`src/rtl/fwrisc_miter_timing_monitor.sv`:
```
// fwrisc_miter_timing_monitor
// Watches the request side of both miter cores and latches a sticky verdict
// on the first cycle in which fetch/data request timing, addresses, write
// attributes or (optionally) write data differ between the two cores. Also
// flags any asymmetry in the environment's ready handshakes.
module fwrisc_miter_timing_monitor #(
   parameter int CNT_W      = 16,
   parameter int MAX_CYCLES = 1000,
   parameter int CMP_WDATA  = 0
) (
   input  logic             clk,
   input  logic             rst,
   input  logic             start,
   input  logic [31:0]      iaddr1,
   input  logic [31:0]      iaddr2,
   input  logic             ivalid1,
   input  logic             ivalid2,
   input  logic             iready1,
   input  logic             iready2,
   input  logic [31:0]      daddr1,
   input  logic [31:0]      daddr2,
   input  logic             dvalid1,
   input  logic             dvalid2,
   input  logic             dwrite1,
   input  logic             dwrite2,
   input  logic [3:0]       dwstb1,
   input  logic [3:0]       dwstb2,
   input  logic [31:0]      dwdata1,
   input  logic [31:0]      dwdata2,
   input  logic             dready1,
   input  logic             dready2,
   output logic             busy,
   output logic             done,
   output logic             diverged,
   output logic [5:0]       cause,
   output logic [CNT_W-1:0] div_cycle,
   output logic [CNT_W-1:0] cycle_cnt,
   output logic [CNT_W-1:0] txn_cnt,
   output logic             env_violation
);

   typedef enum logic [1:0] {
      S_IDLE     = 2'd0,
      S_MONITOR  = 2'd1,
      S_DIVERGED = 2'd2,
      S_DONE     = 2'd3
   } state_t;

   localparam logic [CNT_W-1:0] LAST_CYCLE = CNT_W'(MAX_CYCLES - 1);
   localparam logic             WDATA_EN   = (CMP_WDATA != 0);

   state_t     state;
   logic [5:0] m;
   logic [1:0] txn_inc;
   logic       env_mis;
   logic       in_mon;
   logic       launch;

   // Saturating counter add: clamps at all-ones instead of wrapping.
   function automatic logic [CNT_W-1:0] sat_add(input logic [CNT_W-1:0] a,
                                                input logic [1:0]       b);
      logic [CNT_W:0] s;
      s = {1'b0, a} + {{(CNT_W-1){1'b0}}, b};
      return s[CNT_W] ? {CNT_W{1'b1}} : s[CNT_W-1:0];
   endfunction

   assign in_mon = (state == S_MONITOR);
   // start is honoured only outside an active window
   assign launch = start && !in_mon;

   // Per-cycle mismatch vector; fields gated by their valids so idle buses never diverge
   always_comb begin
      m = 6'b0;
      if (in_mon) begin
         m[0] = ivalid1 != ivalid2;
         m[1] = ivalid1 & ivalid2 & (iaddr1 != iaddr2);
         m[2] = dvalid1 != dvalid2;
         m[3] = dvalid1 & dvalid2 & (daddr1 != daddr2);
         m[4] = dvalid1 & dvalid2 & ((dwrite1 != dwrite2) | (dwstb1 != dwstb2));
         m[5] = WDATA_EN & dvalid1 & dvalid2 & dwrite1 & dwrite2 & (dwdata1 != dwdata2);
      end
   end

   // Completed core-1 handshakes this cycle (fetch and data may both complete)
   always_comb begin
      txn_inc = {1'b0, ivalid1 & iready1} + {1'b0, dvalid1 & dready1};
      env_mis = (iready1 != iready2) | (dready1 != dready2);
   end

   // Window FSM with registered one-hot status flags and first-divergence capture
   always_ff @(posedge clk or posedge rst) begin
      if (rst) begin
         state     <= S_IDLE;
         busy      <= 1'b0;
         done      <= 1'b0;
         diverged  <= 1'b0;
         cause     <= 6'b0;
         div_cycle <= '0;
      end else begin
         case (state)
            S_MONITOR: begin
               if (m != 6'b0) begin
                  state     <= S_DIVERGED;
                  busy      <= 1'b0;
                  diverged  <= 1'b1;
                  cause     <= m;
                  div_cycle <= cycle_cnt;
               end else if (cycle_cnt == LAST_CYCLE) begin
                  state <= S_DONE;
                  busy  <= 1'b0;
                  done  <= 1'b1;
               end
            end
            default: begin
               if (start) begin
                  state     <= S_MONITOR;
                  busy      <= 1'b1;
                  done      <= 1'b0;
                  diverged  <= 1'b0;
                  cause     <= 6'b0;
                  div_cycle <= '0;
               end
            end
         endcase
      end
   end

   // Window counters run only while monitoring and freeze on a verdict
   always_ff @(posedge clk or posedge rst) begin
      if (rst) begin
         cycle_cnt <= '0;
         txn_cnt   <= '0;
      end else if (launch) begin
         cycle_cnt <= '0;
         txn_cnt   <= '0;
      end else if (in_mon) begin
         cycle_cnt <= sat_add(cycle_cnt, 2'd1);
         txn_cnt   <= sat_add(txn_cnt, txn_inc);
      end
   end

   // Sticky environment-symmetry flag, independent of the divergence verdict
   always_ff @(posedge clk or posedge rst) begin
      if (rst) begin
         env_violation <= 1'b0;
      end else if (launch) begin
         env_violation <= 1'b0;
      end else if (in_mon && env_mis) begin
         env_violation <= 1'b1;
      end
   end

endmodule
```
`config.mk`:
```
export PLATFORM = sky130hd
export DESIGN_NAME = fwrisc_miter_timing_monitor
export DESIGN_NICKNAME = d
export VERILOG_FILES = /design/src/rtl/fwrisc_miter_timing_monitor.sv
export SDC_FILE = /design/constraint.sdc
export NUM_CORES = 1
export LEC_CHECK = 0
export CELL_PAD_IN_SITES_DETAIL_PLACEMENT = 1
export CELL_PAD_IN_SITES_GLOBAL_PLACEMENT = 2
export CORE_UTILIZATION = 16
export DETAILED_ROUTE_END_ITERATION = 12
export PLACE_DENSITY_LB_ADDON = 0.1
export SLEW_MARGIN = 5
export SYNTH_ARGS = -nofsm -noshare
export SYNTH_HDL_FRONTEND = slang
export SYNTH_SLANG_ARGS = --single-unit
```
`constraint.sdc`:
```
create_clock -name clk -period 2.63 [get_ports clk]
set_clock_uncertainty 0.2 [all_clocks]
set_input_delay 0.3945 -clock clk [delete_from_list [all_inputs] [get_ports clk]]
set_output_delay 0.3945 -clock clk [all_outputs]
set_load 0.005 [all_outputs]
```
-- Word level (Yosys, flattened, before mapping)
Index checks and enable logic that the tools add are counted.
- RAM bits: 0
- bits in latches: 0
- bits in read-only memories: 0
- input port bits: 213
- register bits after elaboration: 60
- memories: 0
- $add $sub $neg: 3
- multiplexer cells: 29
- order comparisons: 0
- multiply operators: 0
- reduce and logical (&&, ||, !) cells: 10
- div/mod/pow operators: 0
- shift operators: 0
- equal/unequal tests: 14
- bitwise operators: 9
- operators by type and width (kind ; count):
    2-to-1 mux 16 bit ; 9
    != test 32 bit ; 2
    2-to-1 mux 6 bit ; 3
    adder 16 x 1 -> 17 bit, second input constant ; 1
    adder 16 x 2 -> 17 bit ; 1
    equality test 16 x 10 -> 1 bit, second input constant ; 1
    2-to-1 mux 1 bit ; 12
    2-to-1 mux 2 bit ; 4
    bitwise AND 1 bit ; 7
    nonzero test 2 bit ; 3
    nonzero test 6 bit ; 1
    2-to-1 mux 5 bit ; 1
    != test 1 bit ; 5
    != test 2 x 1 -> 1 bit, second input constant ; 2
    != test 4 bit ; 1
    AND reduction 2 bit ; 2
    != test 3 x 1 -> 1 bit, second input constant ; 1
    AND reduction 3 bit ; 1
    adder 1 x 1 -> 2 bit ; 1
    equality test 2 x 1 -> 1 bit, second input constant ; 1
    logical AND 1 bit ; 2
    != test 2 bit, second input constant ; 1
    OR 1 bit ; 2
    zero test 1 bit ; 1

-- Depth between registers and ports, before layout
Gate-level depths: netlist of run 1.
- word-level depth: 7
- gate-level depth with buffers: 11

-- Worst setup path after synthesis of run 1
Ideal clock, no wire load.
- path type: input -> register
- start: input port ivalid1
- end: register txn_cnt[7]
- slack: 0.080 ns
- library setup time: 0.065 ns
- arrival time: 2.285 ns
- stages: 11
- required time: 2.365 ns
- cells stage by stage: nand2_1 > fa_1 > inv_1 > ha_1 > nand3_1 > nor4_4 > nand4_4 > and2_4 > buf_6 > a41oi_1 > o21a_1
- word-level cells in the longest chain between the ends: 6
- ends and longest elaborated chain (what ; line ; RTL):
    start: declaration ; 16 ; input logic ivalid1,
    bitwise AND 1 bit ; 86 ; txn_inc = {1'b0, ivalid1 & iready1} + {1'b0, dvalid1 & dready1};
    adder 1 x 1 -> 2 bit ; 86 ;
    adder 16 x 2 -> 17 bit ; 63 ; s = {1'b0, a} + {{(CNT_W-1){1'b0}}, b};
    2-to-1 mux 16 bit ; 64 ; return s[CNT_W] ? {CNT_W{1'b1}} : s[CNT_W-1:0];
    2-to-1 mux 16 bit ; 136 ; end else if (in_mon) begin
    2-to-1 mux 16 bit ; 133 ; end else if (launch) begin
    end signal: assignment ; 138 ; txn_cnt <= sat_add(txn_cnt, txn_inc);
    end: declaration ; 38 ; output logic [CNT_W-1:0] txn_cnt,
Every way passes these cells. The select of a mux whose other input is x is not followed.
A chain may end at the register's enable or synchronous reset.

-- Final worst setup path of run 1
- start: input port daddr1[29]
- end: register cause[0]
- word-level cells in the longest chain between the ends: 6
- ends and longest elaborated chain (what ; line ; RTL):
    start: declaration ; 20 ; input logic [31:0] daddr1,
    != test 32 bit ; 78 ; m[3] = dvalid1 & dvalid2 & (daddr1 != daddr2);
    bitwise AND 1 bit ; 78 ;
    2-to-1 mux 5 bit ; 74 ; if (in_mon) begin
    nonzero test 6 bit ; 102 ; if (m != 6'b0) begin
    != test 2 x 1 -> 1 bit (no line) ; n/a ;
    AND reduction 2 bit (no line) ; n/a ;
    end signal: assignment ; 106 ; cause <= m;
    end: declaration ; 35 ; output logic [5:0] cause,
Every way passes these cells.

==> results.tsv, run 1 <==
metric	value	unit
Mapped Nets	594	
Mapped Cells	376	
# DRC	52	
Post-Synth Adder-Cell Area	1.95	%
crit path kind	in -> reg	
clock slew at reported path FFs	0.05	ns
Clk Latency, worst-skew pair	0.33	ns
port bufs	205	
fraction of layout instances using a drive strength above 1	12.4	%
vias in the first global route	4293	
CP Max Fanout	13	
initial core utilization	16.4	%
die width	152	microns
drt via density	4.30	
largest family of logic cells by synthesized area	simple AND/OR/NAND/NOR gates	
leak pwr	2.58	nW
Die Y	152	microns
# diodes	0	
CP dominant cell by count	buf_4	
Yosys cell types	47	
core area	22000	sq um
Synth-to-Final Area Change	84.4	%
Startpoint Class	input pin	
syn_area_per_cell	9.58	sq um
H-tree levels	3	
gpl congestion	0.766	
YS warnings	0	
clk root buf	clkbuf_16	
setup TNS	0	ns
worst min path class	in -> async	
router iterations before antenna repair	8	
share of the synthesized area in the top cell type	41.0	%
post-layout instance area	6640	sq um
max_slew headroom	65.4	%
count leader, synth	xnor2_1	
CTS tree	yes	
total number of vias	3885	
measured slew at the worst slew-check pin	0.518	ns
required time of the critical path	2.70	ns
Critical Path, Cell by Cell	clkdlybuf4s50_1 > xnor2_1 > nand4_1 > nor4_1 > buf_4 > a21o_1 > and4bb_1 > buf_4 > a22o_1	
largest net degree at the start of global routing	40	
Max-Cap Viols	0	
final number of setup-violating endpoints	0	
final hold viol count	0	
PD cells	568	nW/um^2
synthesized area	3600	sq um
mux cell area share after synthesis	0.556	%
compound-gate portion of the synthesized area	17.9	%
prevailing post-synth register cell	dfrtp_1	
Area contributors post-synth	dfrtp_1 (41%), xnor2_1 (17%), a22o_1 (4.4%), a21oi_1 (3.2%), nand4_1 (3.0%)	
Net count, final	837	
Ports	271	
status	complete, but fails checks	
Final Non-Filler Cells	903	
gr usage total	14.3	%
Post-Synth XOR/XNOR Area	17.3	%
num rows	54	
Max Fclk	0.407	GHz
#FFs+latches synth	59	
overall power	3.77	mW
CTS sink cnt	59	
Yosys top cell by area	dfrtp_1	
Final ANT Viol Nets	0	
EDFF count, synth	0	
initial antenna violation count	1	
VDD IR max	0.257	mV
first-pass GRT wire length	25400	microns
Slew Viols, Final	0	
Num CTS Buffers	9	
DRT iter0 DRCs	138	
FFs w/ async S/R, synth	100	%
Worst setup EP type	register	
hold slack final	0.219	ns
top cells by count, synth	xnor2_1 (71), dfrtp_1 (59), nand2_1 (28), nor2_1 (24), a21oi_1 (23)	
WL final	15900	microns
worst reg2reg setup slack	0.20	ns
Arrival @ worst endpoint	2.52	ns
hold-fix buffer count after cts	0	
grt total ovfl	0	
dpl cells	888	
Final period util	93.4	%
min Tclk post-route	2.46	ns
WL per Instance	17.6	microns
clk buf depth	2	
CP max stage cell	clkdlybuf4s50_1	
RSZ-0062 raised after global routing	no	
slowest cell delay on critical path	0.49	ns
placed inst area	6270	sq um
simple-gate portion of the synthesized area	18.3	%
post-synthesis sequential area ratio	41.0	%
DPL Wire Length	12600	microns
violated checks	DRC	
die area	23100	sq um
## registers in the layout (all words and copies together), names as in the netlist
register       flops
cause              5
diverged           1
state              2
txn_cnt           16
busy               1
cycle_cnt         16
done               1
env_violation      1
div_cycle         16
## cell usage in the layout (no fill, tap or decap), types with 3 or more instances in the layout
cell / netlist / final
clkdlybuf4s50_1: 0 / 201
xnor2_1: 71 / 70
dfrtp_1: 59 / 59
buf_4: 3 / 40
nand2_1: 28 / 26
nor2_1: 24 / 24
a21oi_1: 23 / 23
nand3_1: 19 / 18
a22o_1: 18 / 18
nand4_1: 17 / 17
o21ai_0: 12 / 12
a31oi_1: 11 / 11
clkbuf_16: 0 / 9
and3_1: 7 / 6
inv_1: 8 / 6
a211oi_1: 5 / 5
nor4_1: 7 / 5
a311oi_1: 5 / 4
dlygate4sd2_1: 0 / 4
nand2b_1: 3 / 3
nor3_1: 4 / 3
o21a_1: 3 / 3
ha_1: 4 / 3
clkinv_2: 0 / 3
## stage by stage
| step | setup WS, ns | utilization [%] |
|---|---|---|
| CTS | 0.0715 | 30.1 |
| detailed placement | -0.514 | 28.5 |
| global placement | -0.446 | 28.5 |
| finish | 0.174 | 30.2 |
| global route | 0.0212 | 30.2 |
| floorplan | 0.0803 | - |
## power breakdown
| part | total (mW) | internal, mW | switching [mW] |
|---|---|---|---|
| Sequential | 1.11 | 1.03 | 0.0844 |
| Clock | 1.18 | 0.750 | 0.431 |
| Combinational | 1.48 | 0.756 | 0.727 |
| Total | 3.77 | 2.53 | 1.24 |
## layout make-up
class                           count  area [sq um]
Fill cell                        2479         15300
Sequential cell                    59          1480
Multi-Input combinational cell    294          2100
Clock buffer                       10           239
Timing Repair Buffer              247          2390
Clock inverter                      5          53.8
Tap cell                          280           350
Inverter                            8          30.0
## cells by family after synthesis
family	count (synthesis)
buffers and inverters	23
adders and majority gates	5
AOI/OAI and AO/OA	92
muxes	2
and+or+nand+nor	123
DFF	59
xor gates and xnor gates	71
other	1
## path summary, 6_finish.rpt
path / depth (start not counted) / to / start
min in group clk: 1 / diverged$_DFFE_PP0P_ / diverged$_DFFE_PP0P_
min: 2 / div_cycle[3]$_DFFE_PP0P_ / rst
min reg2reg: 1 / diverged$_DFFE_PP0P_ / diverged$_DFFE_PP0P_
max in group asynchronous: 3 / diverged$_DFFE_PP0P_ / rst
max reg2reg: 9 / txn_cnt[15]$_DFFE_PP0P_ / txn_cnt[0]$_DFFE_PP0P_
max: 9 / cause[0]$_DFFE_PP0P_ / daddr1[29]
## per-layer routing
metal / track usage [%] / vias to the layer above / wire length [microns]
li1: - / 1864 / -
met1: 17.4 / 1872 / 6900
met2: 24.6 / 136 / 7660
met3: 3.48 / 13 / 1170
met4: 4.52 / 0 / 194
met5: 0 / - / 0
## worst max-delay path, delay by kind of cell
kind                   cells  cell delay (ns)
AND/OR/NAND/NOR            3             0.74
buffers and inverters      3             0.90
AO/OA/AOI/OAI              2             0.33
XOR/XNOR                   1             0.15
## timing repair
action | in CTS | in global routing
gates resized for setup | 16 | 4
setup endpoints to repair | 9 | 29
setup buffers | 0 | 0
pin swaps | 3 | 1
Power figures use the tool's default switching activity.
==> run 2, diff against run 1 <==
Settings changed: RECOVER_POWER set to 100.
==> run 2 against run 1 <==
  * The run still ends with DRC left
  * Critical path depth did not move
  * Worst hold slack gained 0.054 ns
  * Register-to-register slack is essentially flat
  * Critical path type unchanged
  * Critical endpoint unchanged
  * Largest power group unchanged
==> results.tsv, run 2 (synthesis results as in run 1) <==
metric	value	unit
status	complete, but fails checks	
violated checks	DRC	
PD cells	560	nW/um^2
Die Y	152	microns
die width	152	microns
largest net degree at the start of global routing	40	
initial antenna violation count	1	
H-tree levels	3	
gr usage total	14.3	%
WL final	15900	microns
initial core utilization	16.4	%
Final ANT Viol Nets	0	
Critical Path, Cell by Cell	clkdlybuf4s50_1 > xnor2_1 > nand4_1 > nor4_1 > buf_4 > a21o_1 > and4bb_1 > buf_4 > a22o_1	
total number of vias	3883	
fraction of layout instances using a drive strength above 1	10.4	%
post-layout instance area	6560	sq um
# diodes	0	
router iterations before antenna repair	8	
clk buf depth	2	
leak pwr	2.70	nW
VDD IR max	0.254	mV
Synth-to-Final Area Change	82.2	%
drt via density	4.30	
Startpoint Class	input pin	
Max-Cap Viols	0	
port bufs	205	
CP Max Fanout	13	
crit path kind	in -> reg	
worst reg2reg setup slack	0.19	ns
CP dominant cell by count	buf_4	
final number of setup-violating endpoints	0	
required time of the critical path	2.70	ns
RR Startpoint	txn_cnt[0]$_DFFE_PP0P_	
DRT iter0 DRCs	148	
measured slew at the worst slew-check pin	0.885	ns
Net count, final	837	
placed inst area	6270	sq um
worst min path class	reg -> reg	
Slew Viols, Final	0	
min Tclk post-route	2.47	ns
worst flop-to-flop path endpoint	txn_cnt[13]$_DFFE_PP0P_	
hold slack final	0.273	ns
most frequent cells in the layout	clkdlybuf4s50_1 (147), xnor2_1 (70), dfrtp_1 (59)	
Worst setup EP type	register	
CP endpoint	cause[0]$_DFFE_PP0P_	
Max Fclk	0.406	GHz
Num CTS Buffers	9	
WL per Instance	17.6	microns
Final Non-Filler Cells	903	
clk root buf	clkbuf_16	
CTS tree	yes	
core area	22000	sq um
num rows	54	
max_slew headroom	40.9	%
first-pass GRT wire length	25400	microns
gpl congestion	0.766	
leading registers by flop count	cycle_cnt (16), div_cycle (16), txn_cnt (16)	
dpl cells	888	
vias in the first global route	4293	
die area	23100	sq um
CTS sink cnt	59	
CP max stage cell	clkdlybuf4s50_1	
Final period util	93.8	%
commonest non-fill, non-tap cell in the layout	clkdlybuf4s50_1	
Ports	271	
setup ws final	0.164	ns
DPL Wire Length	12600	microns
setup TNS	0	ns
R2R depth	10	
postcts setup bufs	0	
worst setup path startpoint	daddr1[29]	
RSZ-0062 raised after global routing	no	
overall power	3.67	mW
Clk Latency, worst-skew pair	0.33	ns
Arrival @ worst endpoint	2.53	ns
clock slew at reported path FFs	0.05	ns
Final Util	29.9	%
fillcell total	2484	
DP Worst Slack	-0.514	ns
grt total ovfl	0	
slowest cell delay on critical path	0.49	ns
# DRC	52	
final hold viol count	0	
[run 2: critical path, delay by kind of cell]
kind | cells | cell delay [ns]
AO/OA/AOI/OAI | 2 | 0.34
AND/OR/NAND/NOR | 3 | 0.74
XOR/XNOR | 1 | 0.15
buffers and inverters | 3 | 0.90
[run 2: power by group]
| part | internal [mW] | leakage (nW) | switching (mW) | total [mW] |
|---|---|---|---|---|
| registers | 1.03 | 0.804 | 0.0765 | 1.10 |
| logic | 0.673 | 1.75 | 0.717 | 1.39 |
| clock network | 0.750 | 0.148 | 0.432 | 1.18 |
[run 2: what timing repair did]
item,CTS,global route
endpoints found under the setup margin,9,29
hold buffers,0,0
resized for setup,16,4
pin swaps,3,1
[run 2: cell type report]
class | instances | area, sq um | area share (%)
timing repair buffer | 247 | 2330 | 35.5
inverter | 8 | 30.0 | 0.458
multi-input combinational | 294 | 2080 | 31.7
clock inverter | 5 | 53.8 | 0.820
sequential | 59 | 1480 | 22.5
tap | 280 | 350 | 5.34
clock buffer | 10 | 239 | 3.64
[run 2: worst min-delay path by stage]
| stage | start | to | slack, ns | depth (start not counted) |
|---|---|---|---|---|
| after global routing | diverged$_DFFE_PP0P_ | diverged$_DFFE_PP0P_ | 0.30 | 1 |
| after CTS | rst | div_cycle[3]$_DFFE_PP0P_ | 0.24 | 2 |
| after global placement | diverged$_DFFE_PP0P_ | diverged$_DFFE_PP0P_ | 0.27 | 1 |
| after floorplan | done$_DFFE_PP0P_ | done$_DFFE_PP0P_ | 0.27 | 2 |
| after detailed placement | diverged$_DFFE_PP0P_ | diverged$_DFFE_PP0P_ | 0.27 | 1 |
| final | diverged$_DFFE_PP0P_ | diverged$_DFFE_PP0P_ | 0.27 | 1 |
[run 2: layer usage]
| layer | vias up | track usage (%) | routed length [microns] |
|---|---|---|---|
| met5 | - | 0 | 0 |
| met2 | 136 | 24.6 | 7670 |
| li1 | 1862 | - | - |
| met3 | 13 | 3.48 | 1170 |
| met1 | 1872 | 17.4 | 6870 |
| met4 | 0 | 4.52 | 195 |
